--- config.mk ---
export PLATFORM = sky130hd
export DESIGN_NAME = sine_tone_meter
export DESIGN_NICKNAME = d
export VERILOG_FILES = /design/src/rtl/sine_tone_meter.sv
export SDC_FILE = /design/constraint.sdc
export NUM_CORES = 1
export LEC_CHECK = 0
export ABC_AREA = 1
export BUFFER_PORTS_ARGS = -buffer_cell sky130_fd_sc_hd__buf_4
export CAP_MARGIN = 15
export CORE_MARGIN = 5
export CORE_UTILIZATION = 55
export CTS_BUF_LIST = sky130_fd_sc_hd__clkbuf_8 sky130_fd_sc_hd__clkbuf_16
export DETAILED_ROUTE_END_ITERATION = 10
export GPL_TIMING_DRIVEN = 0
export PLACE_DENSITY = 0.76
export SKIP_LAST_GASP = 1
export SYNTH_ARGS = -nofsm -noshare
export SYNTH_HDL_FRONTEND = slang
export SYNTH_SLANG_ARGS = --single-unit
--- constraint.sdc ---
create_clock -name clk -period 3.8 [get_ports clk]
set_input_delay 0.38 -clock clk [delete_from_list [all_inputs] [get_ports clk]]
set_output_delay 0.38 -clock clk [all_outputs]
set_load 0.02 [all_outputs]
--- src/rtl/sine_tone_meter.sv ---
// sine_tone_meter: per-period tone measurement (period, max, min, DC offset, amplitude)
// Ports: clk, rst_n (sync, active-low), en, thr, s_valid/s_data in; m_valid, period,
//   vmax, vmin, offset, amp, locked, timeout out. Crossings use thr +/- HYST hysteresis.
module sine_tone_meter #(
  parameter int DW   = 12,
  parameter int CW   = 24,
  parameter int HYST = 16
) (
  input  logic          clk,
  input  logic          rst_n,
  input  logic          en,
  input  logic [DW-1:0] thr,
  input  logic          s_valid,
  input  logic [DW-1:0] s_data,
  output logic          m_valid,
  output logic [CW-1:0] period,
  output logic [DW-1:0] vmax,
  output logic [DW-1:0] vmin,
  output logic [DW-1:0] offset,
  output logic [DW-1:0] amp,
  output logic          locked,
  output logic          timeout
);

  typedef enum logic [2:0] {
    IDLE,
    ARM,
    SYNC,
    LOW_PH,
    HIGH_PH
  } state_t;

  localparam logic signed [DW:0] HB   = (DW+1)'(HYST);
  localparam logic [CW-1:0]      CMAX = {CW{1'b1}};

  state_t st;
  state_t nxt;

  logic [CW-1:0]        cnt;
  logic signed [DW-1:0] tmax;
  logic signed [DW-1:0] tmin;

  logic signed [DW-1:0] sd;
  logic signed [DW:0]   sd_x;
  logic signed [DW:0]   thr_x;
  logic signed [DW:0]   hi;
  logic signed [DW:0]   lo;
  logic                 low_c;
  logic                 high_c;

  logic signed [DW-1:0] nmax;
  logic signed [DW-1:0] nmin;
  logic signed [DW:0]   sum;
  logic signed [DW:0]   dif;

  logic sat;
  logic start_x;
  logic end_x;
  logic tmo;

  // Thresholds one bit wider so thr +/- HYST never wraps.
  assign sd     = s_data;
  assign sd_x   = {sd[DW-1], sd};
  assign thr_x  = {thr[DW-1], thr};
  assign hi     = thr_x + HB;
  assign lo     = thr_x - HB;
  assign low_c  = sd_x < lo;
  assign high_c = sd_x >= hi;

  // Trackers including the current sample, used for tracking and publishing.
  assign nmax = (sd > tmax) ? sd : tmax;
  assign nmin = (sd < tmin) ? sd : tmin;
  assign sum  = {nmax[DW-1], nmax} + {nmin[DW-1], nmin};
  assign dif  = {nmax[DW-1], nmax} - {nmin[DW-1], nmin};

  assign sat = cnt == CMAX;

  always_ff @(posedge clk) begin
    if (!rst_n) begin
      st <= IDLE;
    end else begin
      st <= nxt;
    end
  end

  always_comb begin
    nxt     = st;
    start_x = 1'b0;
    end_x   = 1'b0;
    tmo     = 1'b0;
    if (!en) begin
      nxt = IDLE;
    end else begin
      unique case (st)
        IDLE: nxt = ARM;
        ARM: begin
          if (s_valid && low_c) nxt = SYNC;
        end
        SYNC: begin
          if (s_valid && high_c) begin
            nxt     = LOW_PH;
            start_x = 1'b1;
          end
        end
        LOW_PH: begin
          if (s_valid && low_c) nxt = HIGH_PH;
        end
        HIGH_PH: begin
          if (s_valid && high_c) begin
            nxt   = LOW_PH;
            end_x = 1'b1;
          end
        end
        default: nxt = IDLE;
      endcase
      // A crossing on the saturated sample takes priority over timeout.
      tmo = s_valid && (st != IDLE) && sat
            && !start_x && !end_x;
      if (tmo) nxt = ARM;
    end
  end

  always_ff @(posedge clk) begin
    if (!rst_n) begin
      cnt     <= '0;
      tmax    <= '0;
      tmin    <= '0;
      m_valid <= 1'b0;
      timeout <= 1'b0;
      locked  <= 1'b0;
      period  <= '0;
      vmax    <= '0;
      vmin    <= '0;
      offset  <= '0;
      amp     <= '0;
    end else begin
      m_valid <= 1'b0;
      timeout <= tmo;
      if (!en || st == IDLE) begin
        cnt    <= '0;
        locked <= 1'b0;
      end else if (s_valid) begin
        if (tmo) begin
          cnt    <= '0;
          locked <= 1'b0;
        end else if (start_x) begin
          cnt  <= '0;
          tmax <= sd;
          tmin <= sd;
        end else if (end_x) begin
          period  <= sat ? cnt : cnt + CW'(1);
          vmax    <= nmax;
          vmin    <= nmin;
          offset  <= DW'(sum >>> 1);
          amp     <= DW'(dif >> 1);
          m_valid <= 1'b1;
          locked  <= 1'b1;
          cnt     <= '0;
          tmax    <= sd;
          tmin    <= sd;
        end else begin
          cnt <= cnt + CW'(1);
          if (st == LOW_PH || st == HIGH_PH) begin
            tmax <= nmax;
            tmin <= nmin;
          end
        end
      end
    end
  end

endmodule

Yosys cells after proc, flatten, opt, wreduce, memory -nomap -nowiden
Index checks and enable logic that the tools add are counted.
- output and inout bits: 75
- input port bits: 28
- register bits: 126
- logic and storage cells: 94
- eq/ne operators: 12
- $add $sub $neg: 5
- mux-type cells: 29
- reduce and logical (&&, ||, !) cells: 25
- $lt $le $gt $ge: 4
- bitwise gates (word level): 6
- operators with widths (kind ; count):
    two-way mux 12 bit ; 8
    two-way mux 24 bit ; 4
    adder 24 x 1 -> 24 bit, second input constant ; 1
    == test 24 bit, second input constant ; 1
    adder 12 x 12 -> 13 bit ; 1
    adder 12 x 6 -> 13 bit, second input constant ; 1
    >= comparator 12 x 13 -> 1 bit ; 1
    < comparator 12 x 13 -> 1 bit ; 1
    two-way mux 1 bit ; 13
    subtractor 12 x 12 -> 13 bit ; 1
    subtractor 12 x 6 -> 13 bit, second input constant ; 1
    > comparator 12 bit ; 1
    < comparator 12 bit ; 1
    case mux 3 bit (4 select lines) ; 1
    two-way mux 3 bit ; 3
    AND reduction 3 bit ; 3
    == test 3 x 2 -> 1 bit, second input constant ; 2
    logical AND 1 bit ; 6
    != test 3 bit, second input constant ; 2
    inverter 1 bit ; 6
    nonzero test 3 bit ; 2
    AND reduction 5 bit ; 1
    OR reduction 5 bit ; 1
    != test 2 x 1 -> 1 bit, second input constant ; 2
    12 further kinds ; 17

Depth between registers and ports, before layout
Gate-level depths: netlist (run 1).
- depth in word-level cells: 12
- mapped depth: 27
- depth with buffers taken out: 26

Worst setup path after synthesis (run 1)
No wires, ideal clock.
- path kind: input port to flip-flop
- start: in s_data[11]
- end: reg offset[11]
- library setup time: 0.123 ns
- path buffers: 1
- arrival time: 3.432 ns
- slack: 0.246 ns
- cell stages on the path: 18
- required time: 3.677 ns
- cell sequence: ha_1 -> a21o_1 -> nor2_1 -> nand3_1 -> nand2_1 -> nand3_1 -> clkbuf_1 -> o21ai_0 -> fa_1 -> a21oi_1 -> o21bai_1 -> a21oi_1 -> nor2_1 -> nor2_1 -> o21bai_1 -> nand2_1 -> a22oi_1 -> a21oi_1
- RTL lines (item ; line ; RTL):
    start: declaration ; 14 ; input logic [DW-1:0] s_data,
    > comparator 12 bit ; 71 ; assign nmax = (sd > tmax) ? sd : tmax;
    two-way mux 12 bit ; 71 ;
    named net nmax[1] ; 51 ; logic signed [DW-1:0] nmax;
    adder 12 x 12 -> 13 bit ; 73 ; assign sum = {nmax[DW-1], nmax} + {nmin[DW-1], nmin};
    end signal: assignment ; 154 ; offset <= DW'(sum >>> 1);
    end: declaration ; 19 ; output logic [DW-1:0] offset,
The timed path passes the listed nets, and every way through them passes these cells. The select of a mux whose other input is x is not followed.
A chain may end at the register's enable or synchronous reset.

Worst setup path in the final report (run 1)
- start: reg tmin[11]
- end: reg amp[9]
- cells in the longest elaborated chain, start to end: 3
- ends and longest elaborated chain (item ; line ; RTL):
    start: declaration ; 41 ; logic signed [DW-1:0] tmin;
    start signal: assignment ; 165 ; tmin <= nmin;
    < comparator 12 bit ; 72 ; assign nmin = (sd < tmin) ? sd : tmin;
    two-way mux 12 bit ; 72 ;
    named net nmin[1] ; 52 ; logic signed [DW-1:0] nmin;
    subtractor 12 x 12 -> 13 bit ; 74 ; assign dif = {nmax[DW-1], nmax} - {nmin[DW-1], nmin};
    end signal: assignment ; 155 ; amp <= DW'(dif >> 1);
    end: declaration ; 20 ; output logic [DW-1:0] amp,
The timed path passes the listed nets, and every way through them passes these cells.

==> results of run 1 <==
[how the worst max path moves through the flow]
stage                       endpoint  cells after the start  slack [ns]  startpoint
after floorplan           offset[11]                     18        0.25  s_data[11]
after global placement    offset[11]                     21       -0.85  s_data[11]
after detailed placement  offset[11]                     21       -0.91  s_data[11]
after CTS                     amp[9]                     21        0.02    tmin[11]
after global routing          amp[9]                     23       -0.01    tmin[11]
final                         amp[9]                     21        0.24    tmin[11]
[cell families after synthesis]
family	after synthesis	share of synthesized area, %
AO/OA/AOI/OAI	261	17.1
buffers and inverters	195	9.59
AND/OR/NAND/NOR	501	26.4
flip-flops	126	31.1
XOR/XNOR	43	4.65
adder cells (fa/ha/maj)	71	11.1
[area by class of cell]
| class | count | area share [%] |
|---|---|---|
| Tap cell | 184 | 2.32 |
| Clock inverter | 12 | 1.13 |
| Buffer | 45 | 2.34 |
| Sequential cell | 126 | 25.4 |
| Timing Repair Buffer | 104 | 7.86 |
| Multi-Input combinational cell | 876 | 50.8 |
| Clock buffer | 20 | 4.70 |
| Inverter | 145 | 5.49 |
[sequential cells by signal (all words and copies together), names as in the netlist]
signal / count
timeout: 1
vmin: 12
tmax: 12
tmin: 12
period: 24
locked: 1
m_valid: 1
offset: 12
vmax: 12
st: 3
cnt: 24
amp: 12
[cells in the mapped netlist, types with 3 or more instances]
library cell | number | area share (%)
nor2_2 | 22 | 1.7
nor2_1 | 126 | 5.8
nand4_1 | 14 | 1.1
o21bai_1 | 6 | 0.56
a21oi_1 | 123 | 7.6
nor4_1 | 4 | 0.31
buf_6 | 3 | 0.42
xnor2_1 | 7 | 0.76
xor2_1 | 36 | 3.9
nand2_1 | 265 | 12
o21a_1 | 5 | 0.46
ha_1 | 69 | 11
nor3_1 | 12 | 0.74
o21ai_0 | 102 | 6.3
a31oi_1 | 16 | 1.2
nand3_1 | 42 | 2.6
dfxtp_1 | 126 | 31
buf_2 | 11 | 0.68
clkbuf_1 | 33 | 1.5
inv_1 | 142 | 6.6
nand3b_1 | 4 | 0.37
[power by group through the flow]
stage	sequential, W	combinational [W]	clock [W]
finish	0.00133	0.000620	0.00158
global route	0.00133	0.000697	0.00165
CTS	0.00133	0.000564	0.00159
detailed placement	0.00136	0.000543	0
global placement	0.00136	0.000537	0
floorplan	0.00136	0.000380	0
[critical path: cells and delay by family, from the launching register on]
family	cells	cell delay (ns)
simple gates	7	0.60
buf+inv	5	0.55
fa+ha+maj	2	0.72
xor+xnor	1	0.20
compound gates	6	1.01
flops	1	0.38
[per-layer routing]
layer / vias to the layer above / track usage, % / wire length (µm)
li1: 4131 / - / -
met4: 0 / 9.37 / 574
met2: 291 / 42.3 / 10600
met5: - / 0 / 0
met3: 35 / 4.74 / 1570
met1: 3695 / 38.1 / 11100
[through the flow]
stage / hold WS [ns] / std cells
floorplan: 0.458 / 1197
global placement: 0.451 / 1483
detailed placement: 0.453 / 1483
CTS: 0.281 / 1510
global route: 0.317 / 1512
finish: 0.293 / 1512
[repair_timing]
item,CTS,global route
setup buffers,0,2
setup endpoints to repair,20,11
resized for setup,34,47
hold buffers,0,0
pin swaps,0,2
==> results.tsv, run 1 <==
metric	value	unit
Overall Power	0.00353	W
multi-input logic area	5050	µm²
final WL	23900	µm
syn nets	1296	
status	complete, no violations	
FF-to-FF Start	tmin[11]	
switching power total	0.00103	W
Core Util, Final	68.6	%
Initial Util	56.0	%
post-synthesis sequential area ratio	31.1	%
number of synthesized flops with an enable pin	0	
setup TNS	0	ns
r2r setup slk	0.24	ns
post-place setup slack	-0.905	ns
CP endpoint kind	flop	
FF/Latch Area	2520	µm²
Port Buf Inserts	102	
type of the worst setup path	flop to flop	
initial DRC count	613	
vias in the first global route	7712	
Routability Congestion	0.976	
sequential share of power	37.6	%
Critical Path AT	3.87	ns
Overflow after GRT	0	
die height	131	µm
crit-path max cell delay	0.41	ns
Peak VDD IR	293	µV
post-synthesis cell count	1197	
core area	14500	µm²
die width	131	µm
ANT cells	0	
drt first pass iters	7	
Worst Hold Launch	en	
Critical-path top delay cell	fa_2	
Post-DP HPWL	18300	µm
gr usage total	27.2	%
clk_lat worst skew	0.42	ns
CTS tree	built	
Top-Level Pins	103	
drt drc	0	
P_leak	4.49	nW
CTS Buf Count	17	
Clock transition at path regs	0.06	ns
max_slew headroom	45.7	%
initial antenna violation count	0	
Reg2Reg Capture Point	amp[9]	
CP required	4.11	ns
Pins Over Slew Limit	0	
max frequency	0.281	GHz
most frequent cells in the layout	264 x nand2_1, 142 x inv_1, 125 x nor2_1, 125 x dfxtp_1, 120 x a21oi_1	
Warnings, synthesis	0	
Logic pwr share	17.6	%
CP Cell Sequence	inv_1 -> ha_1 -> nand2_1 -> inv_1 -> nand3_1 -> a21oi_1 -> nor2_1 -> nand3_1 -> nand2_2 -> buf_4 -> o21ai_4 -> inv_1 -> fa_2 -> a31oi_4 -> inv_1 -> nand3_1 -> nand3_1 -> a21oi_1 -> o21ai_2 -> xor2_1 -> a21oi_1	
DR WL/cell	15.8	µm
vias	8152	
largest net degree at the start of global routing	17	
Internal Power	0.00250	W
share of post-route cells with drive strength above 1	17.5	%
clock tree buffer depth	2	
Main synth FF type	dfxtp_1	
Period Utilization, post-route	93.7	%
worst min path class	primary input to flop	
worst slew pin tran	0.807	ns
Mapped Area	8100	µm²
clock root cell	clkbuf_16	
WHS Path Cells	3	
Register-to-Register Path Depth	21	
synth unique cells	41	
Final Skew	0.0126	ns
Sw Share	29.1	%
most common cell after layout, fill and taps aside	nand2_1	
pwr dens	355	nW/µm²
clock sinks	126	
P&R area growth vs syn	22.6	%
Final setup viols	0	
row count	44	
global-route wire length before repair	38700	µm
CP Launch Type	flop	
endpoints failing hold	0	
Filler cells	1346	
final worst slack	0.240	ns
Clock power frac	44.8	%
vias per cell	5.39	
Avg Cell Area, Syn	6.77	µm²
final net count	1414	
WHS Endpoint	timeout	
CTS HTree Levels	4	
full die area	17300	µm²
critical path peak fanout	10	
post-route cell area	9940	µm²
Synth Register Bits	126	
asr flop ratio synth	0	%
remaining antenna violation count after routing	0	
Cell Area, Placed	9100	µm²
MaxCap Viol Count	0	
Final Critical Period	3.56	ns
Power figures use the tool's default switching activity.
==> run 2, diff against run 1 <==
--- a/config.mk
+++ b/config.mk
@@ -9,12 +9,12 @@
 export BUFFER_PORTS_ARGS = -buffer_cell sky130_fd_sc_hd__buf_4
 export CAP_MARGIN = 15
 export CORE_MARGIN = 5
-export CORE_UTILIZATION = 55
+export CORE_UTILIZATION = 37
 export CTS_BUF_LIST = sky130_fd_sc_hd__clkbuf_8 sky130_fd_sc_hd__clkbuf_16
 export DETAILED_ROUTE_END_ITERATION = 10
 export GPL_TIMING_DRIVEN = 0
-export PLACE_DENSITY = 0.76
 export SKIP_LAST_GASP = 1
+export SLEW_MARGIN = 20
 export SYNTH_ARGS = -nofsm -noshare
 export SYNTH_HDL_FRONTEND = slang
 export SYNTH_SLANG_ARGS = --single-unit
==> run 2 against run 1 <==
Compared with the run above: maximum frequency grew 0.61%; power shrank 0.45%; register-to-register slack gained 0.02 ns; critical path depth is the same; clock power is essentially flat; worst setup slack gained 0.021 ns; largest power group unchanged; core utilization shrank 22 points; sequential share of layout area shrank 0.34 points.
==> results.tsv, run 2 (synthesized netlist as in run 1, its figures left out) <==
metric	value	unit	change
status	complete, no violations		unchanged
Core Util, Final	46.4	%	was 68.6%
Reg2Reg Capture Point	amp[9]		unchanged
CTS tree	built		unchanged
clk_lat worst skew	0.42	ns	about the same
gr usage total	20.1	%	was 27.2%
CP endpoint kind	flop		unchanged
post-cts hold buffer count	0		unchanged
GR Util met2	31.6	%	was 42.3%
Hold WS	0.284	ns	was 0.293 ns
most common cell after layout, fill and taps aside	nand2_1		unchanged
Worst Hold Launch	en		unchanged
CP dominant cell by count	nand3_1		
Port Buf Inserts	102		unchanged
WHS Path Cells	3		unchanged
global-route wire length before repair	39400	µm	was 38700 µm
drt first pass iters	5		was 7
vias per cell	4.92		was 5.39
Routability Congestion	0.924		was 0.976
vias in the first global route	7448		was 7712
largest net degree at the start of global routing	17		unchanged
CP required	4.10	ns	was 4.11 ns
worst min path class	primary input to flop		unchanged
die width	158	µm	was 131 µm
Top-Level Pins	103		unchanged
clock sinks	126		unchanged
Peak VDD IR	311	µV	was 293 µV
DR WL/cell	15.5	µm	was 15.8 µm
r2r setup slk	0.26	ns	was 0.24 ns
critical path peak fanout	10		unchanged
Post-DP HPWL	19400	µm	was 18300 µm
row count	54		was 44
RSZ-0062 raised after global routing	true		
Clock transition at path regs	0.06	ns	about the same
Overall Power	0.00351	W	was 0.00353 W
Cell Area, Placed	9220	µm²	was 9100 µm²
Critical-path top delay cell	fa_2		unchanged
final WL	25000	µm	was 23900 µm
most frequent cells in the layout	264 x nand2_1, 142 x inv_1, 126 x dfxtp_1		was 264 x nand2_1, 142 x inv_1, 125 x nor2_1, 125 x dfxtp_1, 120 x a21oi_1
P&R area growth vs syn	24.2	%	was 22.6%
full die area	25000	µm²	was 17300 µm²
Period Utilization, post-route	93.1	%	was 93.7%
Final Critical Period	3.54	ns	was 3.56 ns
clock root cell	clkbuf_16		unchanged
CP Cell Sequence	inv_1 -> ha_1 -> nand2_1 -> inv_1 -> nand3_1 -> a21oi_1 -> nor2_1 -> nand3_1 -> nand2_2 -> clkbuf_4 -> o21ai_4 -> inv_2 -> fa_2 -> a31oi_4 -> inv_1 -> nand3_1 -> nand3_1 -> a21oi_2 -> o21ai_2 -> xor2_1 -> a21oi_1		was inv_1 -> ha_1 -> nand2_1 -> inv_1 -> nand3_1 -> a21oi_1 -> nor2_1 -> nand3_1 -> nand2_2 -> buf_4 -> o21ai_4 -> inv_1 -> fa_2 -> a31oi_4 -> inv_1 -> nand3_1 -> nand3_1 -> a21oi_1 -> o21ai_2 -> xor2_1 -> a21oi_1
Final Skew	0.00829	ns	was 0.0126 ns
CTS HTree Levels	4		unchanged
CTS Buf Count	17		unchanged
CP Launch Type	flop		unchanged
WHS Endpoint	timeout		unchanged
P_leak	4.49	nW	about the same
GRT busiest layer	met2		unchanged
Register-to-Register Path Depth	21		unchanged
Initial Util	37.4	%	was 56.0%
max frequency	0.283	GHz	was 0.281 GHz
max_slew headroom	44.2	%	was 45.7%
worst slew pin tran	0.828	ns	was 0.807 ns
Top Registers	cnt (24), period (24)		unchanged
met3 capacity usage during global routing	3.36	%	was 4.74%
dpl cells	1579		was 1483
FF-to-FF Start	tmin[11]		unchanged
pwr dens	349	nW/µm²	was 355 nW/µm²
ANT cells	0		unchanged
die height	158	µm	was 131 µm
core area	21700	µm²	was 14500 µm²
endpoints failing hold	0		unchanged
MaxCap Viol Count	0		unchanged
remaining antenna violation count after routing	0		unchanged
initial antenna violation count	0		unchanged
post-route cell area	10100	µm²	was 9940 µm²
crit-path max cell delay	0.40	ns	was 0.41 ns
Filler cells	2221		was 1346
clock tree buffer depth	2		unchanged
multi-input logic area	5060	µm²	was 5050 µm²
vias	7919		was 8152
final net count	1416		was 1414
FF/Latch Area	2520	µm²	about the same
drt drc	0		unchanged
Final setup viols	0		unchanged
share of post-route cells with drive strength above 1	17.6	%	was 17.5%
Critical Path AT	3.84	ns	was 3.87 ns
Overflow after GRT	0		unchanged
met1 Track Usage GR	28.5	%	was 38.1%
initial DRC count	646		was 613
type of the worst setup path	flop to flop		unchanged
non-filler cells, final	1610		was 1512
Pins Over Slew Limit	0		unchanged
## run 2: area by class of cell
type	count	area share, %
multi-input cells	876	50.3
clock inverters	14	1.19
inverters	145	5.42
repair buffers	106	7.90
flip-flops and latches	126	25.1
clock buffers	18	4.36
well taps	280	3.48
plain buffers	45	2.32
## run 2: timing repair
action,4_1_cts,5_1_grt
endpoints found under the setup margin,20,11
resized for setup,35,46
setup buffers,0,4
pin swaps,0,7
## run 2: metal layers
layer  wire length [µm]  share of wire [%]
met3               1330                5.3
met5                  0                  0
met1              12300                 49
met4                481                1.9
met2              10900                 44
## run 2: worst max path at each step
stage	slack [ns]	startpoint	depth (start not counted)	end
2_1_floorplan	0.25	s_data[11]	18	offset[11]
3_3_place_gp	-0.93	s_data[11]	21	offset[11]
3_5_place_dp	-0.92	s_data[11]	21	offset[11]
4_1_cts	0.004	tmin[11]	22	offset[11]
5_1_grt	-0.07	tmin[11]	22	amp[10]
6_report	0.26	tmin[11]	21	amp[9]
## run 2: worst max-delay path: cells and delay by family (launching register included)
family	cells	cell delay [ns]
buffers and inverters	5	0.52
flip-flops	1	0.38
AO/OA/AOI/OAI	6	1.00
adder cells (fa/ha/maj)	2	0.71
XOR/XNOR	1	0.18
AND/OR/NAND/NOR	7	0.62
## run 2: stage by stage
step           TNS [ns]  setup WS [ns]
5_1_grt          -0.156        -0.0675
3_5_place_dp      -9.79         -0.920
6_report              0          0.261
3_3_place_gp      -9.31         -0.930
2_1_floorplan         0          0.246
4_1_cts               0        0.00431
## run 2: power by group
| group | leakage [nW] | switching, W | total [W] | internal (W) |
|---|---|---|---|---|
| registers | 1.01 | 0.00000338 | 0.00133 | 0.00132 |
| clock network | 0.268 | 0.000645 | 0.00156 | 0.000915 |
| logic | 3.21 | 0.000398 | 0.000625 | 0.000227 |
| total | 4.49 | 0.00105 | 0.00351 | 0.00247 |
==> run 3, diff against run 2 <==
--- a/config.mk
+++ b/config.mk
@@ -5,7 +5,6 @@
 export SDC_FILE = /design/constraint.sdc
 export NUM_CORES = 1
 export LEC_CHECK = 0
-export ABC_AREA = 1
 export BUFFER_PORTS_ARGS = -buffer_cell sky130_fd_sc_hd__buf_4
 export CAP_MARGIN = 15
 export CORE_MARGIN = 5
@@ -13,6 +12,7 @@
 export CTS_BUF_LIST = sky130_fd_sc_hd__clkbuf_8 sky130_fd_sc_hd__clkbuf_16
 export DETAILED_ROUTE_END_ITERATION = 10
 export GPL_TIMING_DRIVEN = 0
+export PLACE_DENSITY = 0.66
 export SKIP_LAST_GASP = 1
 export SLEW_MARGIN = 20
 export SYNTH_ARGS = -nofsm -noshare
==> run 3 against run 2 <==
Compared with the run above: the flow now finishes with violations (negative setup slack); clock power shrank 3%; critical path type unchanged; maximum frequency shrank 16%; sequential share of layout area shrank 1.5 points; die area shrank 2.2%; worst setup slack lost 0.68 ns; combinational power grew 22%; clock skew grew 0.0057 ns; sequential power is essentially flat; routed wire length grew 0.87%; synthesized cell count shrank 19%.
==> results.tsv, run 3 <==
metric	value	unit	change
status	finished, violations left		was complete, no violations
failing checks	negative setup slack		
most common cell after layout, fill and taps aside	buf_4		was nand2_1
top cell type's share of synthesized area	31.9	%	was 31.1%
Peak VDD IR	272	µV	was 311 µV
CTS HTree Levels	4		unchanged
post-cts hold buffer count	0		unchanged
worst min path class	primary input to flop		unchanged
post-synthesis cell count	970		was 1197
clock tree buffer depth	2		unchanged
pwr dens	335	nW/µm²	was 349 nW/µm²
post-place setup slack	-0.882	ns	was -0.920 ns
drt drc	0		unchanged
most numerous cell in the Yosys netlist	nor2_1		was nand2_1
Overflow after GRT	0		unchanged
WHS Endpoint	st[2]		was timeout
P&R area growth vs syn	36.2	%	was 24.2%
Clock transition at path regs	0.06	ns	about the same
drt first pass iters	5		unchanged
clock root cell	clkbuf_16		unchanged
number of synthesized flops with an enable pin	0		unchanged
Pins Over Slew Limit	0		unchanged
leading area contributor after synthesis	dfxtp_1		unchanged
r2r setup slk	-0.42	ns	was 0.26 ns
Worst Hold Launch	en		unchanged
gr usage total	19.8	%	was 20.1%
DR WL/cell	17.6	µm	was 15.5 µm
Filler cells	1952		was 2221
Port Buf Inserts	99		was 102
met3 capacity usage during global routing	2.90	%	was 3.36%
Top-Level Pins	103		unchanged
final net count	1248		was 1416
final WL	25200	µm	was 25000 µm
MaxCap Viol Count	0		unchanged
Post-DP HPWL	17800	µm	was 19400 µm
syn nets	1069		was 1296
Post-synth top cells	132 x nor2_1, 126 x dfxtp_1, 106 x nand2_1, 69 x ha_1, 66 x inv_1		was 265 x nand2_1, 142 x inv_1, 126 x dfxtp_1, 126 x nor2_1, 123 x a21oi_1
worst slew pin tran	0.855	ns	was 0.828 ns
remaining antenna violation count after routing	0		unchanged
clk_lat worst skew	0.42	ns	about the same
CTS tree	built		unchanged
CTS Buf Count	17		unchanged
CP Launch Type	flop		unchanged
Mapped Area	7910	µm²	was 8100 µm²
Synth Register Bits	126		unchanged
CP required	4.16	ns	was 4.10 ns
Final Skew	0.0140	ns	was 0.00829 ns
die width	156	µm	was 158 µm
GRT busiest layer	met2		unchanged
GR Util met2	31.1	%	was 31.6%
full die area	24400	µm²	was 25000 µm²
global-route wire length before repair	38800	µm	was 39400 µm
most frequent cells in the layout	164 x buf_4, 122 x nor2_1, 118 x dfxtp_1		was 264 x nand2_1, 142 x inv_1, 126 x dfxtp_1
Critical Path AT	4.58	ns	was 3.84 ns
Main synth FF type	dfxtp_1		unchanged
initial DRC count	532		was 646
asr flop ratio synth	0	%	unchanged
dpl cells	1344		was 1579
synth unique cells	73		was 41
Initial Util	37.6	%	was 37.4%
Final setup viols	14		was 0
core area	21000	µm²	was 21700 µm²
non-filler cells, final	1436		was 1610
RSZ-0062 raised after global routing	true		unchanged
met1 Track Usage GR	27.2	%	was 28.5%
max frequency	0.237	GHz	was 0.283 GHz
critical path peak fanout	8		was 10
WHS Path Cells	3		unchanged
Routability Congestion	0.895		was 0.924
CP endpoint kind	flop		unchanged
Register-to-Register Path Depth	20		was 21
Avg Cell Area, Syn	8.16	µm²	was 6.77 µm²
vias per cell	5.43		was 4.92
multi-input logic area	5540	µm²	was 5060 µm²
FF-to-FF Start	tmin[9]		was tmin[11]
max_slew headroom	43.0	%	was 44.2%
FF/Latch Area	2530	µm²	was 2520 µm²
Core Util, Final	51.2	%	was 46.4%
final worst slack	-0.422	ns	was 0.261 ns
type of the worst setup path	flop to flop		unchanged
ranking of synthesized cells by area	dfxtp_1 32%, ha_1 11%, nor2_1 6.3%		was dfxtp_1 31%, nand2_1 12%, ha_1 11%
Period Utilization, post-route	111	%	was 93.1%
initial antenna violation count	0		unchanged
row count	53		was 54
vias in the first global route	7478		was 7448
endpoints failing hold	0		unchanged
Reg2Reg Capture Point	offset[8]		was amp[9]
Warnings, synthesis	0		unchanged
clock sinks	126		unchanged
largest net degree at the start of global routing	17		unchanged
die height	156	µm	was 158 µm
vias	7797		was 7919
ANT cells	0		unchanged
share of post-route cells with drive strength above 1	30.8	%	was 17.6%
setup TNS	-3.49	ns	was 0 ns
Final Critical Period	4.22	ns	was 3.54 ns
P_leak	4.36	nW	was 4.49 nW
Top Registers	cnt (24), period (24)		unchanged
post-synthesis sequential area ratio	31.9	%	was 31.1%
## run 3: per-layer routing
layer | up-vias | routed length (µm)
li1 | 3762 | -
met1 | 3699 | 11400
met2 | 275 | 11300
met3 | 61 | 1540
met4 | 0 | 958
met5 | - | 0
## run 3: cell type report
class | instances | share of cell area (%)
sequential | 126 | 23.5
inverter | 67 | 2.37
buffer | 44 | 2.63
multi-input combinational | 729 | 51.4
clock buffer | 18 | 4.08
timing repair buffer | 164 | 11.8
tap | 275 | 3.19
clock inverter | 13 | 0.941
## run 3: cells by family (layout without fill, tap and decap cells)
group	count (synthesis)	in the layout	share of synthesized area, %
adder cells (fa/ha/maj)	73	73	11.7
buffers and inverters	115	306	6.25
flip-flops	126	126	31.9
AND/OR/NAND/NOR	352	352	20.2
AO/OA/AOI/OAI	206	206	18.3
XOR/XNOR	58	58	6.42
multiplexers	40	40	5.30
## run 3: metrics by stage
stage / hold slack, ns / total power (W) / instance area, µm²
floorplan: 0.435 / 0.00174 / 8120
global placement: 0.440 / 0.00189 / 9210
detailed placement: 0.447 / 0.00189 / 9210
CTS: 0.240 / 0.00352 / 10400
global route: 0.266 / 0.00375 / 10800
finish: 0.251 / 0.00361 / 10800
## run 3: what timing repair did
| item | 4_1_cts | 5_1_grt |
|---|---|---|
| pin swaps | 40 | 47 |
| cloned | 0 | 0 |
| setup endpoints to repair | 16 | 16 |
| setup buffers | 49 | 21 |
| gates resized for setup | 66 | 61 |
## run 3: worst max-delay path: stages, from the launching register on
cell and delay, ns:
dfxtp_2 0.34, inv_2 0.05, ha_4 0.23, nand4_1 0.14, nor2_1 0.06, a311o_1 0.35
nor2_2 0.19, mux2i_4 0.33, buf_8 0.19, nor2_4 0.04, a21oi_4 0.16, inv_2 0.06
ha_4 0.26, clkbuf_8 0.12, nand4_1 0.13, or3_4 0.41, a211o_1 0.27, o31ai_4 0.23
a21oi_2 0.10, or4_1 0.41, nand3_1 0.07
## run 3: how the worst max path moves through the flow
stage          startpoint         to  cells after the start
6_report          tmin[9]  offset[8]                     20
5_1_grt           tmin[9]  offset[8]                     20
4_1_cts           tmin[1]  offset[8]                     20
3_5_place_dp   s_data[11]  offset[8]                     19
3_3_place_gp   s_data[11]    amp[11]                     20
2_1_floorplan  s_data[11]  offset[8]                     19
## run 3: report_power, final
| group | switching, W | internal (W) |
|---|---|---|
| Clock | 0.000622 | 0.000903 |
| Sequential | 0.00000197 | 0.00132 |
| Combinational | 0.000425 | 0.000339 |
